File: config.mk
export PLATFORM = sky130hd
export DESIGN_NAME = gate_pair_bist_flat
export DESIGN_NICKNAME = d
export VERILOG_FILES = /design/src/rtl/gate_pair_bist_pkg.sv /design/src/rtl/gate_pair_bist_if.sv /design/src/rtl/gate_pair_bist_sat_cnt.sv /design/src/rtl/gate_pair_bist.sv /design/src/flat_wrapper.sv
export SDC_FILE = /design/constraint.sdc
export NUM_CORES = 1
export LEC_CHECK = 0
export CELL_PAD_IN_SITES_DETAIL_PLACEMENT = 1
export CELL_PAD_IN_SITES_GLOBAL_PLACEMENT = 2
export CORE_AREA = 2 2 73 58
export CTS_CLUSTER_DIAMETER = 40
export CTS_CLUSTER_SIZE = 30
export DETAILED_ROUTE_END_ITERATION = 10
export DIE_AREA = 0 0 75 60
export HOLD_SLACK_MARGIN = 0.03
export PLACE_DENSITY_LB_ADDON = 0.2
export SETUP_SLACK_MARGIN = 0.3
export SLEW_MARGIN = 20
export SYNTH_ARGS = -nofsm -noshare
export SYNTH_HDL_FRONTEND = slang
export SYNTH_HIERARCHICAL = 1
export SYNTH_SLANG_ARGS = --single-unit
export TNS_END_PERCENT = 50
File: constraint.sdc
create_clock -name clk -period 1.8 [get_ports clk]
set_input_delay 0.36 -clock clk [delete_from_list [all_inputs] [get_ports clk]]
set_output_delay 0.36 -clock clk [all_outputs]
set_load 0.02 [all_outputs]
File: src/rtl/gate_pair_bist_pkg.sv
// gate_pair_bist_pkg
//   Shared types and helpers for the gate-pair self-test engine.
//   - state_t : run sequencer states
//   - NUM_VEC : number of input vectors per sweep ({a,b} = 0..3)
//   - exp_zw  : golden {z,w} for a given {a,b} (z = a&b, w = a|b)
//   Optional feature macro used elsewhere: GATE_PAIR_BIST_FIRST_FAIL_EN.
package gate_pair_bist_pkg;

  localparam int NUM_VEC = 4;

  typedef enum logic [1:0] {
    IDLE   = 2'd0,
    SETTLE = 2'd1,
    CHECK  = 2'd2,
    DONE   = 2'd3
  } state_t;

  // vec[1] drives input a, vec[0] drives input b.
  function automatic logic [1:0] exp_zw(input logic [1:0] vec);
    return {vec[1] & vec[0], vec[1] | vec[0]};
  endfunction

endpackage

File: src/rtl/gate_pair_bist_if.sv
// gate_pair_bist_if
//   Connection between the self-test engine and the AND/OR gate-pair block.
//   dut_a, dut_b : stimulus into the gate pair
//   dut_z        : gate-pair AND output
//   dut_w        : gate-pair OR output
//   Modports: master = test engine side, slave = gate-pair side.
interface gate_pair_bist_if;
  logic dut_a;
  logic dut_b;
  logic dut_z;
  logic dut_w;

  modport master (output dut_a, output dut_b, input dut_z, input dut_w);
  modport slave  (input dut_a, input dut_b, output dut_z, output dut_w);
endinterface

File: src/rtl/gate_pair_bist_sat_cnt.sv
// gate_pair_bist_sat_cnt
//   Saturating up-counter used for the mismatch count.
//   clk   : rising-edge clock
//   rst   : synchronous active-high reset (count -> 0)
//   clr   : synchronous clear (count -> 0), same priority as rst
//   inc   : add one unless already at all-ones
//   count : current value, W bits
module gate_pair_bist_sat_cnt #(
  parameter int W = 4
) (
  input  logic         clk,
  input  logic         rst,
  input  logic         clr,
  input  logic         inc,
  output logic [W-1:0] count
);

  logic [W-1:0] count_q;
  logic [W-1:0] count_d;

  always_comb begin
    count_d = count_q;
    if (clr) begin
      count_d = '0;
    end else if (inc && (count_q != '1)) begin
      count_d = count_q + 1'b1;
    end
  end

  always_ff @(posedge clk) begin
    if (rst) begin
      count_q <= '0;
    end else begin
      count_q <= count_d;
    end
  end

  assign count = count_q;

endmodule

File: src/rtl/gate_pair_bist.sv
// gate_pair_bist
//   Self-test engine for an AND/OR gate pair. Sweeps {a,b} = 00,01,10,11,
//   holds each vector SETTLE_CYCLES cycles, then checks z/w for one cycle.
//   Repeats ROUNDS times and reports pass/fail, a saturating error count and
//   a per-vector fail map.
//   Ports:
//     clk, rst   : clock, synchronous active-high reset
//     start      : begin a run from IDLE or DONE (ignored while busy)
//     gp         : gate-pair connection (master: drives dut_a/dut_b, reads dut_z/dut_w)
//     busy       : high in SETTLE and CHECK
//     done       : high in DONE until next start or rst
//     pass       : done with zero mismatches
//     err_count  : mismatching checks, saturating at 2^ERR_W-1
//     fail_vec   : bit i set if vector i mismatched in any round
//   Optional (macro GATE_PAIR_BIST_FIRST_FAIL_EN):
//     first_fail_valid, first_fail_vec[1:0], first_fail_zw[1:0] capture the
//     vector and observed {z,w} of the first mismatch in a run.
module gate_pair_bist
  import gate_pair_bist_pkg::*;
#(
  parameter int SETTLE_CYCLES = 2,
  parameter int ROUNDS        = 1,
  parameter int ERR_W         = 4
) (
  input  logic               clk,
  input  logic               rst,
  input  logic               start,
  gate_pair_bist_if.master   gp,
  output logic               busy,
  output logic               done,
  output logic               pass,
  output logic [ERR_W-1:0]   err_count,
  output logic [NUM_VEC-1:0] fail_vec
`ifdef GATE_PAIR_BIST_FIRST_FAIL_EN
  ,
  output logic               first_fail_valid,
  output logic [1:0]         first_fail_vec,
  output logic [1:0]         first_fail_zw
`endif
);

  localparam int CNT_W   = $clog2(SETTLE_CYCLES + 1);
  localparam int ROUND_W = $clog2(ROUNDS + 1);
  localparam logic [CNT_W-1:0]   CNT_LAST   = CNT_W'(SETTLE_CYCLES - 1);
  localparam logic [ROUND_W-1:0] ROUND_LAST = ROUND_W'(ROUNDS - 1);
  localparam logic [1:0]         VEC_LAST   = 2'(NUM_VEC - 1);

  state_t               state_q, state_d;
  logic [1:0]           vec_q, vec_d;
  logic [CNT_W-1:0]     cnt_q, cnt_d;
  logic [ROUND_W-1:0]   round_q, round_d;
  logic [1:0]           ab_q, ab_d;
  logic                 busy_q, busy_d;
  logic                 done_q, done_d;
  logic [NUM_VEC-1:0]   fail_vec_q, fail_vec_d;
  logic                 err_clr, err_inc;
  logic [1:0]           obs_zw;
  logic                 mismatch;
`ifdef GATE_PAIR_BIST_FIRST_FAIL_EN
  logic                 ff_valid_q, ff_valid_d;
  logic [1:0]           ff_vec_q, ff_vec_d;
  logic [1:0]           ff_zw_q, ff_zw_d;
`endif

  assign obs_zw = {gp.dut_z, gp.dut_w};

  // Case-inequality lets an undriven or X output count as a failure in
  // simulation; hardware only ever sees 0/1.
`ifdef SYNTHESIS
  assign mismatch = (obs_zw != exp_zw(vec_q));
`else
  assign mismatch = (obs_zw !== exp_zw(vec_q));
`endif

  always_comb begin
    state_d    = state_q;
    vec_d      = vec_q;
    cnt_d      = cnt_q;
    round_d    = round_q;
    ab_d       = ab_q;
    fail_vec_d = fail_vec_q;
    err_clr    = 1'b0;
    err_inc    = 1'b0;
`ifdef GATE_PAIR_BIST_FIRST_FAIL_EN
    ff_valid_d = ff_valid_q;
    ff_vec_d   = ff_vec_q;
    ff_zw_d    = ff_zw_q;
`endif
    case (state_q)
      IDLE, DONE: begin
        if (start) begin
          vec_d      = '0;
          cnt_d      = '0;
          round_d    = '0;
          ab_d       = 2'b00;
          fail_vec_d = '0;
          err_clr    = 1'b1;
          state_d    = SETTLE;
`ifdef GATE_PAIR_BIST_FIRST_FAIL_EN
          ff_valid_d = 1'b0;
          ff_vec_d   = '0;
          ff_zw_d    = '0;
`endif
        end
      end
      SETTLE: begin
        cnt_d = cnt_q + 1'b1;
        if (cnt_q == CNT_LAST) begin
          state_d = CHECK;
        end
      end
      CHECK: begin
        if (mismatch) begin
          err_inc           = 1'b1;
          fail_vec_d[vec_q] = 1'b1;
`ifdef GATE_PAIR_BIST_FIRST_FAIL_EN
          if (!ff_valid_q) begin
            ff_valid_d = 1'b1;
            ff_vec_d   = vec_q;
            ff_zw_d    = obs_zw;
          end
`endif
        end
        if ((vec_q == VEC_LAST) && (round_q == ROUND_LAST)) begin
          ab_d    = 2'b00;
          state_d = DONE;
        end else begin
          vec_d = vec_q + 2'd1;  // 3 -> 0 wraps naturally
          if (vec_q == VEC_LAST) begin
            round_d = round_q + 1'b1;
          end
          cnt_d   = '0;
          ab_d    = vec_q + 2'd1;
          state_d = SETTLE;
        end
      end
      default: state_d = IDLE;
    endcase
    busy_d = (state_d == SETTLE) || (state_d == CHECK);
    done_d = (state_d == DONE);
  end

  always_ff @(posedge clk) begin
    if (rst) begin
      state_q    <= IDLE;
      vec_q      <= '0;
      cnt_q      <= '0;
      round_q    <= '0;
      ab_q       <= 2'b00;
      busy_q     <= 1'b0;
      done_q     <= 1'b0;
      fail_vec_q <= '0;
`ifdef GATE_PAIR_BIST_FIRST_FAIL_EN
      ff_valid_q <= 1'b0;
      ff_vec_q   <= '0;
      ff_zw_q    <= '0;
`endif
    end else begin
      state_q    <= state_d;
      vec_q      <= vec_d;
      cnt_q      <= cnt_d;
      round_q    <= round_d;
      ab_q       <= ab_d;
      busy_q     <= busy_d;
      done_q     <= done_d;
      fail_vec_q <= fail_vec_d;
`ifdef GATE_PAIR_BIST_FIRST_FAIL_EN
      ff_valid_q <= ff_valid_d;
      ff_vec_q   <= ff_vec_d;
      ff_zw_q    <= ff_zw_d;
`endif
    end
  end

  gate_pair_bist_sat_cnt #(
    .W (ERR_W)
  ) u_err_cnt (
    .clk   (clk),
    .rst   (rst),
    .clr   (err_clr),
    .inc   (err_inc),
    .count (err_count)
  );

  assign gp.dut_a = ab_q[1];
  assign gp.dut_b = ab_q[0];
  assign busy     = busy_q;
  assign done     = done_q;
  assign pass     = done_q && (err_count == '0);
  assign fail_vec = fail_vec_q;
`ifdef GATE_PAIR_BIST_FIRST_FAIL_EN
  assign first_fail_valid = ff_valid_q;
  assign first_fail_vec   = ff_vec_q;
  assign first_fail_zw    = ff_zw_q;
`endif

endmodule

File: src/flat_wrapper.sv
// flat-port wrapper written by rule: the top's interface ports become plain ports
module gate_pair_bist_flat import gate_pair_bist_pkg::*;
#(
  parameter int SETTLE_CYCLES = 2,
  parameter int ROUNDS        = 1,
  parameter int ERR_W         = 4
)
  (clk, rst, start, busy, done, pass, err_count, fail_vec, gp_dut_a, gp_dut_b, gp_dut_z, gp_dut_w);
  gate_pair_bist_if gp_i ();
  input  logic clk;
  input  logic rst;
  input  logic start;
  output logic busy;
  output logic done;
  output logic pass;
  output logic [ERR_W-1:0] err_count;
  output logic [NUM_VEC-1:0] fail_vec;
  output wire logic [$bits(gp_i.dut_a)-1:0] gp_dut_a;
  output wire logic [$bits(gp_i.dut_b)-1:0] gp_dut_b;
  input wire logic [$bits(gp_i.dut_z)-1:0] gp_dut_z;
  input wire logic [$bits(gp_i.dut_w)-1:0] gp_dut_w;
  assign gp_dut_a = gp_i.dut_a;
  assign gp_dut_b = gp_i.dut_b;
  assign gp_i.dut_z = gp_dut_z;
  assign gp_i.dut_w = gp_dut_w;
  gate_pair_bist #(.SETTLE_CYCLES(SETTLE_CYCLES), .ROUNDS(ROUNDS), .ERR_W(ERR_W)) u_core (.clk(clk), .rst(rst), .start(start), .gp(gp_i), .busy(busy), .done(done), .pass(pass), .err_count(err_count), .fail_vec(fail_vec));
endmodule
== After elaboration in Yosys (flattened, before gate mapping) ==
Index checks and enable logic that the tools add are counted.
Storage, ports and cells
  register bits: 19
  bits of input ports: 5
  output and inout bits: 13
  word-level logic and storage cells: 72
Operators by class
  $add $sub $neg: 4
  magnitude comparators: 2
  equality and inequality tests: 14
  mux-type cells: 24
  bitwise logic cells: 4
  reductions and logical operators: 15
Operators by type and width (count)
  2-bit two-way mux: 7
  2-bit one-hot mux with 3 select lines: 2
  2-bit equality test (second input constant): 5
  1-bit two-way mux: 8
  4-bit two-way mux: 2
  2-bit one-hot mux with 2 select lines: 2
  4-bit one-hot mux with 2 select lines: 1
  2-bit by 1-bit equality test with 1-bit output (second input constant): 3
  3-bit AND reduction: 2
  2-bit by 1-bit adder with 2-bit output (second input constant): 2
  4-bit by 1-bit adder with 4-bit output (second input constant): 1
  1-bit logical AND: 4
  4-bit zero test: 1
  2-bit by 1-bit inequality test with 1-bit output (second input constant): 2
  2-bit inequality test (second input constant): 2
  4-bit inequality test (second input constant): 1
  4-bit OR: 1
  2-bit AND reduction: 2
  4-bit AND reduction: 1
  2-bit OR reduction: 2
  2-bit by 3-bit less-than comparator with 1-bit output (second input constant): 1
  1-bit demux with 2-bit select: 1
  2-bit by 1-bit greater-or-equal comparator with 1-bit output (second input constant): 1
  2-bit zero test: 1
  8 further kinds: 8

== Longest topological paths before layout ==
  word-level depth: 7
  depth in mapped cells: 8
  gate-level depth less buffers: 7

== Hierarchy ==
The synthesis kept the hierarchy.
Modules (own cells, without submodules)
  gate_pair_bist: instances 1, cells an instance 89, area each 838.3 um2, seq. area each 300.3 um2
  gate_pair_bist_sat_cnt: instances 1, cells an instance 22, area each 188.9 um2, seq. area each 80.1 um2

== Least setup slack after synthesis ==
Ideal clock, no wire load.
  path kind: register -> register
  start: register u_core.state_q[0]
  end: register u_core.busy_q (netlist: u_core/busy)
  library setup time: 128 ps
  arrival: 1582 ps
  slack: 90 ps
  cell stages (with the launch flop): 9
  buffers on the path: 1
  clock period less this slack: 1710 ps
  path through: dfxtp_1 -> inv_1 -> ha_1 -> buf_6 -> inv_2 -> or3_1 -> nand2_1 -> ha_1 -> nor2b_1
Between the ends
  cells in the longest elaborated chain, start to end: 5
  elaborated cells on any way between the ends: 11
Ends and longest elaborated chain
  start, declared: RTL line gate_pair_bist.sv:48  | state_t state_q, state_d;
  start signal, assigned: RTL line gate_pair_bist.sv:159  | state_q <= state_d;
  2-bit equality test or 2-bit zero test (tied branches): RTL line gate_pair_bist.sv:89  | case (state_q)
  2-bit OR reduction: RTL line gate_pair_bist.sv:89
  2-bit one-hot mux with 3 select lines *: RTL line gate_pair_bist.sv:89
  net u_core.state_d[1]: RTL line gate_pair_bist.sv:48
  2-bit by 1-bit equality test with 1-bit output or 2-bit equality test (tied branches): RTL line gate_pair_bist.sv:139  | busy_d = (state_d == SETTLE) || (state_d == CHECK);
  1-bit logical OR *: RTL line gate_pair_bist.sv:139
  net u_core.busy_d: RTL line gate_pair_bist.sv:53  | logic busy_q, busy_d;
  end signal, assigned: RTL line gate_pair_bist.sv:164  | busy_q <= busy_d;
  end, declared: RTL line gate_pair_bist.sv:53
The timed path passes the listed nets; every way through them passes the cells marked *.
A chain may end at the register's enable or synchronous reset.

== Worst setup path after layout ==
  start: register u_core.vec_q[1]
  end: register u_core.u_err_cnt.count_q[3] (netlist: u_core/u_err_cnt/count[3])
Between the ends
  cells in the longest elaborated chain, start to end: 5
  elaborated cells on any way between the ends: 6
Ends and longest elaborated chain
  start, declared: RTL line gate_pair_bist.sv:49  | logic [1:0] vec_q, vec_d;
  start signal, assigned: RTL line gate_pair_bist.sv:160  | vec_q <= vec_d;
  1-bit OR or 1-bit bitwise AND (tied branches): RTL line gate_pair_bist_pkg.sv:20  | return {vec[1] & vec[0], vec[1] | vec[0]};
  2-bit inequality test *: RTL line gate_pair_bist.sv:70  | assign mismatch = (obs_zw != exp_zw(vec_q));
  1-bit two-way mux *: RTL line gate_pair_bist.sv:113  | if (mismatch) begin
  1-bit two-way mux *: RTL line gate_pair_bist.sv:89
  net u_core.err_inc: RTL line gate_pair_bist.sv:56  | logic err_clr, err_inc;
  1-bit logical AND *: RTL line gate_pair_bist_sat_cnt.sv:25  | end else if (inc && (count_q != '1)) begin
  end signal, assigned: RTL line gate_pair_bist_sat_cnt.sv:34  | count_q <= count_d;
  end, declared: RTL line gate_pair_bist_sat_cnt.sv:18  | logic [W-1:0] count_q;
Marks and branches as above.

==> results.md <==
- Synth top area cells: dfxtp_1 37%, ha_1 11%, a21oi_1 4.9%
- Clk sinks: 19
- # rows: 20
- Hold Crit Class: reg -> reg
- Num CTS Buffers: 3
- RSZ-0062 raised after global routing: true
- Post-route clock period utilization: 0.888
- Yosys reg bits: 19
- Simple-Gate Fraction of Synth Area: 0.188
- H-Tree Depth: 1
- LEAKAGE: around 0.67 nW
- Largest family of logic cells by synthesized area: compound AO/OA/AOI/OAI gates
- Worst Path Max Fanout: 4
- Vias per inst: roughly 4.7
- Starting DRT DRC Count: 33
- CP required: between 1.5 and 2 ns
- Clock latency on the worst-skew pair: around 0.26 ns
- Placer Congestion: between 0.7 and 0.8
- Chip height: about 60 um
- WL final: 2780 um
- Adder-Cell Fraction of Synth Area: 0.110
- Worst Reg-to-Reg Cells: 7
- Max_cap viols: 0
- Die X: between 70 and 80 um
- Synth Area in Compound Gates: 0.197
- Syn Inst Count: between 100 and 150
- Syn-to-layout area delta: 44.6%
- Gr ovfl total: 0
- Die Area: about 4500 um^2
- Final #Nets: 158
- Final setup viols: 0
- Layout cells sized above 1: 0.329
- Status: finished clean
- Root Driver: clkbuf_8
- Ant diodes: 0
- Top cell type's share of synthesized area: 0.370
- Largest net degree at the start of global routing: 12
- PwrDens: just over 600 nW/um^2
- Setup_tns: 0 ns
- Drt wl/cell: between 10 and 15 um
- Final WS setup: about 0.20 ns
- Drt first pass iters: 4
- Initial antenna violation count: 0
- Syn nets: about 130
- Antenna-violating nets left: 0
- Max IR drop VDD: between 0.4 and 0.5 mV
- Final slew viol count: 0
- Critical Path Start Type: register
- Fmax: 626 MHz
- Crit path kind: reg -> reg
- First-pass GRT wire length: around 4700 um
- Mux cell area share after synthesis: 0.0414
- Vias: just over 900
- Distinct cells, synth: 39
- I/O pin total: 18
- Most frequent cells in the layout: 15 x buf_4, 15 x dfxtp_1, 9 x a21oi_1, 8 x nand2_1
- Synthesized area: slightly above 1000 um^2
- Starting Density: 0.268
- Total GRT Usage: 0.142
- Worst-Margin Slew: roughly 0.49 ns
- Fill cells: approximately 450
- Warnings from Yosys: 6
- Relative slew margins: 0.671
- Crit. End Element: register
- Post-Synth XOR/XNOR Area: 0.0171
- Post-DP HPWL: a little over 2000 um
- Post-synthesis sequential area ratio: 0.370
- Worst-path clk slew: about 0.080 ns
- Clock period minus worst slack: between 1.5 and 2 ns
- CTS Buffer Depth: 2
- Hold path cells: 1
- WP data arrival: about 1.7 ns
- Core area: approximately 3800 um^2
- PortBufs: 17
- Residual DRC: 0
- Pre-CTS WS: -0.0538 ns
- CTS tree: yes
- Hold Fails Final Rpt: 0
- Vias in the first global route: 994
- Mapped Avg Cell Area: between 9 and 10 um^2
- Area leader, netlist: dfxtp_1
- Clock Skew: roughly 0.0070 ns
- Overall Power: 906 uW
[cells in the mapped netlist]
library cell and instances:
a2111oi_0 1, a2111oi_1 1, a211oi_1 1, a21oi_1 10
a21oi_2 1, a311oi_1 1, a311oi_2 1, a31oi_1 1
and2_1 1, and2_2 1, and3_1 1, and3b_1 1
buf_6 3, clkbuf_1 1, dfxtp_1 19, ha_1 9
inv_1 9, inv_2 2, mux2i_1 2, mux2i_4 1
nand2_1 9, nand2b_1 1, nand3_1 1, nand3b_1 1
nand4_1 3, nand4b_1 2, nor2_1 3, nor2b_1 3
nor3_1 1, nor3b_1 1, nor4_1 1, o2111ai_1 3
o21a_1 2, o21ai_0 4, o2bb2ai_1 3, or2b_1 1
or3_1 3, xnor2_1 1, xor2_1 1
[registers in the layout, summed over array words and instances (netlist names)]
register                flops
u_core/u_err_cnt/count      4
u_core/vec_q                2
u_core/cnt_q                2
u_core/round_q              1
u_core/state_q              2
u_core/done                 1
u_core/fail_vec             4
u_core/ab_q                 2
u_core/busy                 1
[path summary, 6_finish.rpt]
check | start | to | slack (ns)
setup / recovery | u_core/vec_q[1] | u_core/u_err_cnt/count[3] | 0.20
hold reg to reg | u_core/fail_vec[3] | u_core/fail_vec[3] | 0.47
hold / removal | u_core/fail_vec[3] | u_core/fail_vec[3] | 0.47
setup reg to reg | u_core/vec_q[1] | u_core/u_err_cnt/count[3] | 0.20
[final cells by class]
cell class | instances | area (um^2) | area share
inverter | 11 | 41.3 | 0.0278
timing repair buffer | 32 | 288 | 0.194
tap | 55 | 68.8 | 0.0463
clock inverter | 1 | 5.00 | 0.00337
sequential | 19 | 385 | 0.259
clock buffer | 3 | 41.3 | 0.0278
multi-input combinational | 77 | 656 | 0.441
[layer usage]
metal	global-route usage	wire length, um	vias to the layer above
met2	0.247	1350	12
met5	0	0	-
met4	0.0230	18	0
li1	-	-	460
met3	0.0506	93	2
met1	0.171	1330	455
[timing repair]
action,CTS,global route
endpoints found under the hold margin,0,0
setup buffers,5,0
endpoints found under the setup margin,27,20
hold buffers,0,0
pin swaps,6,3
resized for setup,20,13
[stage by stage]
| step | instance area [um^2] | util | std cells | hold WS, ns |
|---|---|---|---|---|
| 5_1_grt | 1490 | 0.388 | 198 | 0.487 |
| 3_5_place_dp | 1320 | 0.345 | 189 | 0.445 |
| 4_1_cts | 1460 | 0.380 | 198 | 0.474 |
| 6_report | 1490 | 0.388 | 198 | 0.468 |
| 3_3_place_gp | 1320 | 0.345 | 189 | 0.447 |
| 2_1_floorplan | 1040 | - | 111 | 0.432 |
[power by group]
group	internal (mW)	switching (mW)	leakage, nW
clock	0.154	0.153	0.0255
combinational	0.0788	0.0849	0.489
sequential	0.430	0.00523	0.155
total	0.663	0.243	0.670
[worst max-delay path, cell delays in order, from the launching register on]
cell       delay [ns]
dfxtp_2          0.37
inv_2            0.06
ha_4             0.17
xor2_2           0.19
a21oi_4          0.20
nand4_1          0.16
nor3_1           0.23
a2111oi_2        0.08
[logic make-up after synthesis]
| logic type | after synthesis |
|---|---|
| mux | 3 |
| xor+xnor | 2 |
| simple gates | 34 |
| fa+ha+maj | 9 |
| flops | 19 |
| compound gates | 29 |
| buf+inv | 15 |
(Power assumes the default switching activity.)
